[src/rtl/gcd_control_unit.sv]
// rtl/gcd_control_unit.sv - Controller FSM sequencing a swap/subtract GCD datapath.
module gcd_control_unit #(
    parameter int CW = 8
) (
    input  logic          clk,
    input  logic          reset,
    input  logic          operands_val,
    output logic          operands_rdy,
    output logic          result_val,
    input  logic          result_rdy,
    input  logic          B_zero,
    input  logic          A_lt_B,
    output logic          A_en,
    output logic          B_en,
    output logic [1:0]    A_mux_sel,
    output logic          B_mux_sel,
    output logic [CW-1:0] iter_count,
    output logic          busy
);

    typedef enum logic [1:0] {
        IDLE = 2'd0,
        CALC = 2'd1,
        DONE = 2'd2
    } state_t;

    localparam logic [1:0] A_SEL_IN  = 2'd0;
    localparam logic [1:0] A_SEL_B   = 2'd1;
    localparam logic [1:0] A_SEL_SUB = 2'd2;
    localparam logic [CW-1:0] ITER_MAX = '1;

    state_t        state;
    state_t        state_next;
    logic [CW-1:0] iter_next;
    logic [CW-1:0] iter_inc;

    always_ff @(posedge clk) begin
        if (reset) begin
            state      <= IDLE;
            iter_count <= '0;
        end else begin
            state      <= state_next;
            iter_count <= iter_next;
        end
    end

    // Saturating step counter so long runs never wrap to a misleading small value.
    assign iter_inc = (iter_count == ITER_MAX) ? iter_count : iter_count + CW'(1);

    always_comb begin
        state_next = state;
        iter_next  = iter_count;
        case (state)
            IDLE: begin
                if (operands_val) begin
                    state_next = CALC;
                    iter_next  = '0;
                end
            end
            CALC: begin
                if (A_lt_B || !B_zero) begin
                    iter_next = iter_inc;
                end else begin
                    state_next = DONE;
                end
            end
            DONE: begin
                if (result_rdy) begin
                    state_next = IDLE;
                end
            end
            default: begin
                state_next = IDLE;
            end
        endcase
    end

    always_comb begin
        operands_rdy = 1'b0;
        result_val   = 1'b0;
        A_en         = 1'b0;
        B_en         = 1'b0;
        A_mux_sel    = A_SEL_IN;
        B_mux_sel    = 1'b0;
        busy         = 1'b0;
        if (!reset) begin
            case (state)
                IDLE: begin
                    operands_rdy = 1'b1;
                    A_en         = 1'b1;
                    B_en         = 1'b1;
                end
                CALC: begin
                    busy = 1'b1;
                    if (A_lt_B) begin
                        A_en      = 1'b1;
                        B_en      = 1'b1;
                        A_mux_sel = A_SEL_B;
                        B_mux_sel = 1'b1;
                    end else if (!B_zero) begin
                        A_en      = 1'b1;
                        A_mux_sel = A_SEL_SUB;
                    end
                end
                DONE: begin
                    busy       = 1'b1;
                    result_val = 1'b1;
                end
                default: begin
                    busy = 1'b0;
                end
            endcase
        end
    end

endmodule
[config.mk]
export PLATFORM = sky130hd
export DESIGN_NAME = gcd_control_unit
export DESIGN_NICKNAME = d
export VERILOG_FILES = /design/src/rtl/gcd_control_unit.sv
export SDC_FILE = /design/constraint.sdc
export NUM_CORES = 1
export LEC_CHECK = 0
export BUFFER_PORTS_ARGS = -buffer_cell sky130_fd_sc_hd__buf_2
export CAP_MARGIN = 5
export CORE_MARGIN = 5
export CORE_UTILIZATION = 48
export DETAILED_ROUTE_END_ITERATION = 16
export PLACE_DENSITY_LB_ADDON = 0.1
export SLEW_MARGIN = 20
export SYNTH_ARGS = -nofsm -noshare
export SYNTH_HDL_FRONTEND = slang
export SYNTH_SLANG_ARGS = --single-unit
export TNS_END_PERCENT = 30
[constraint.sdc]
create_clock -name clk -period 2.1 [get_ports clk]
set_input_delay 0.21 -clock clk [delete_from_list [all_inputs] [get_ports clk]]
set_output_delay 0.21 -clock clk [all_outputs]
set_load 0.01 [all_outputs]
==> out/metrics.yaml <==
run_status: "finished, final reports clean"
cts_setup_buffers: 0
layout.nets: 117
fillCellCount: 122
path_max_fanout: 5
start_kind: "register"
wl_per_cell_um: 13.26
hold_viol: 0
slowest_delay_ps: 380
cts_resized: 0
dpl.hpwl_um: 1250
synth_top_area_share_pct: 29.47
track_usage_pct: 17.18
cp.arrival_ps: 2000
slowest_stage: "a311o_1"
syn_nets: 94
clock-root-buffer: "clkbuf_4"
maxSlewHeadroom_pct: 71.08
rsz0062_at_grt: "false"
synth_warnings: 0
slew_violations: 0
place_area_um2: 788.3
antenna_found_initial: 0
via_per_inst: 5.858
p_leak_nw: 0.3797
start_util_pct: 51.57
final_core_util_pct: 62.58
diodes: 0
path_cells: "inv_1 -> ha_1 -> nor2b_1 -> a311o_1 -> a211o_1 -> a32o_1"
fin_area_um2: 824.5
cts_hold_buffers: 0
drt_wl_total_um: 1591
synth_seq_area_share_pct: 29.47
cts_made_buffers: 3
vdd_ir_drop_max_mv: 0.4471
synth.cell_area_um2: 679.4
h-tree-depth: 1
setup_viol_count_final: 0
ys_async_sr_fraction_pct: 0
ys_seq_elements: 10
drv_cap: 0
overflow: 0
wl_met1_um: 752
drive_gt1_share_pct: 27.62
tightest_slew_ps: 433.8
yosysUniqueCellTypes: 32
insertion_delay_ps: 270
synth_largest_area_cell: "dfxtp_1"
syn_area_per_cell_um2: 8.186
cts_tree: "built"
core_area_um2: 1318
final.min_clock_period_ps: 1835
place.gp.congestion: 0.7967
multiInputGateArea_um2: 441.7
synth_edf_count: 0
portBuffers: 21
drtPass1Iterations: 4
fmax_mhz: 545.0
cts_sinks: 10
die_h_um: 47.62
routed-via-count: 703
wl_met2_um: 722
setup_tns_ps: 0
io-pin-count: 22
cts_buffer_depth: 2
cp-end-kind: "register"
seq_area_um2: 200.2
syn_to_final_growth_pct: 21.36
wl_met3_um: 93
skew_ps: 0.6923
dpl.cell_count: 116
synthFlopType: "dfxtp_1"
critPathRequiredTime_ps: 2260
dr.first_iter.drc_count: 13
grt_pass1_wl_um: 2670
synth_area_leaders: "dfxtp_1 29%, ha_1 9.2%, nand3_1 5.2%"
ant_nets: 0
power_density_nw_per_um2: 688.2
row_count: 13
grt_pass1_vias: 623
hold_ws_ps: 271.1
fin_cells: 120
hold_class: "in2reg"
clk_pin_slew_ps: 60
netlist_instances: 83
dieArea_um2: 2268
period_share_pct: 87.37
route.detailed.drc: 0
grt_max_degree: 17
crit_type: "reg2reg"
chipWidth_um: 47.62
highest_layer: "met4"
-- worst max-delay path: cells and delay by family (launching register included) --
family,cells,cell delay (ps)
AOI/OAI and AO/OA,3,880
adders and majority gates,1,230
buffers and inverters,1,80
DFF,1,370
and+or+nand+nor,1,170
-- cells by family (layout without fill, tap and decap cells) --
| group | Yosys count | in the layout | share of synthesized area [%] |
|---|---|---|---|
| compound gates | 21 | 21 | 24.68 |
| simple gates | 37 | 37 | 29.65 |
| buf+inv | 9 | 31 | 5.525 |
| mux | 1 | 1 | 1.473 |
| flops | 10 | 10 | 29.47 |
| fa+ha+maj | 5 | 5 | 9.208 |
-- metal layers --
| metal | track usage, % | up-vias |
|---|---|---|
| met3 | 6.767 | 4 |
| li1 | - | 355 |
| met2 | 26.20 | 16 |
| met4 | 8.065 | 0 |
| met1 | 21.17 | 328 |
| met5 | 0 | - |
-- final timing paths --
check / start / to / slack, ps / cells after the start
worst max-delay path: state[0]$_SDFFE_PP0P_ / iter_count[5]$_SDFFE_PP0P_ / 270 / 6
worst max register to register: state[0]$_SDFFE_PP0P_ / iter_count[5]$_SDFFE_PP0P_ / 270 / 6
worst min-delay path: operands_val / state[0]$_SDFFE_PP0P_ / 270 / 3
worst min register to register: iter_count[0]$_SDFFE_PP0P_ / iter_count[0]$_SDFFE_PP0P_ / 520 / 2
-- final cells by class --
| class | count | share of cell area [%] |
|---|---|---|
| Tap cell | 15 | 2.276 |
| Inverter | 6 | 2.731 |
| Multi-Input combinational cell | 64 | 53.57 |
| Timing Repair Buffer | 21 | 12.75 |
| Clock buffer | 4 | 4.401 |
| Sequential cell | 10 | 24.28 |
-- per-stage QoR --
stage | setup slack, ps | total power [mW]
floorplan | 362.6 | 0.3481
global placement | 315.0 | 0.3970
detailed placement | 265.5 | 0.3988
CTS | 258.8 | 0.5785
global route | 129.8 | 0.6108
finish | 265.2 | 0.5674
-- power breakdown --
part	total, mW	switching [mW]	internal, mW	leakage [nW]
Sequential	0.205	0.00778	0.198	0.0809
Combinational	0.188	0.113	0.0747	0.278
Clock	0.174	0.0686	0.105	0.0210
Total	0.567	0.190	0.378	0.380
-- synthesized netlist by cell type (2+ instances only) --
master     n
a211oi_1   3
a21oi_1    5
a32o_1     3
and3_1     4
clkbuf_1   2
dfxtp_1   10
ha_1       5
inv_1      5
nand2_1    6
nand3_1    7
nor2_1     4
nor2b_1    5
nor3_1     3
o31ai_1    2
or2_1      2
-- placed cells by master, fill, tap and decap left out, types with 2 or more instances in the layout --
cell / n
a211oi_1: 3
a21oi_1: 5
a32o_1: 3
and3_1: 4
buf_2: 21
clkbuf_4: 3
dfxtp_1: 10
ha_1: 5
inv_1: 5
nand2_1: 6
nand3_1: 7
nor2_1: 4
nor2b_1: 5
nor3_1: 3
o31ai_1: 2
or2_1: 2
-- flip-flops by register name, indices dropped and copies added (netlist names) --
name        flops
iter_count      8
state           2
No activity file was read; power rests on OpenSTA's default activity.
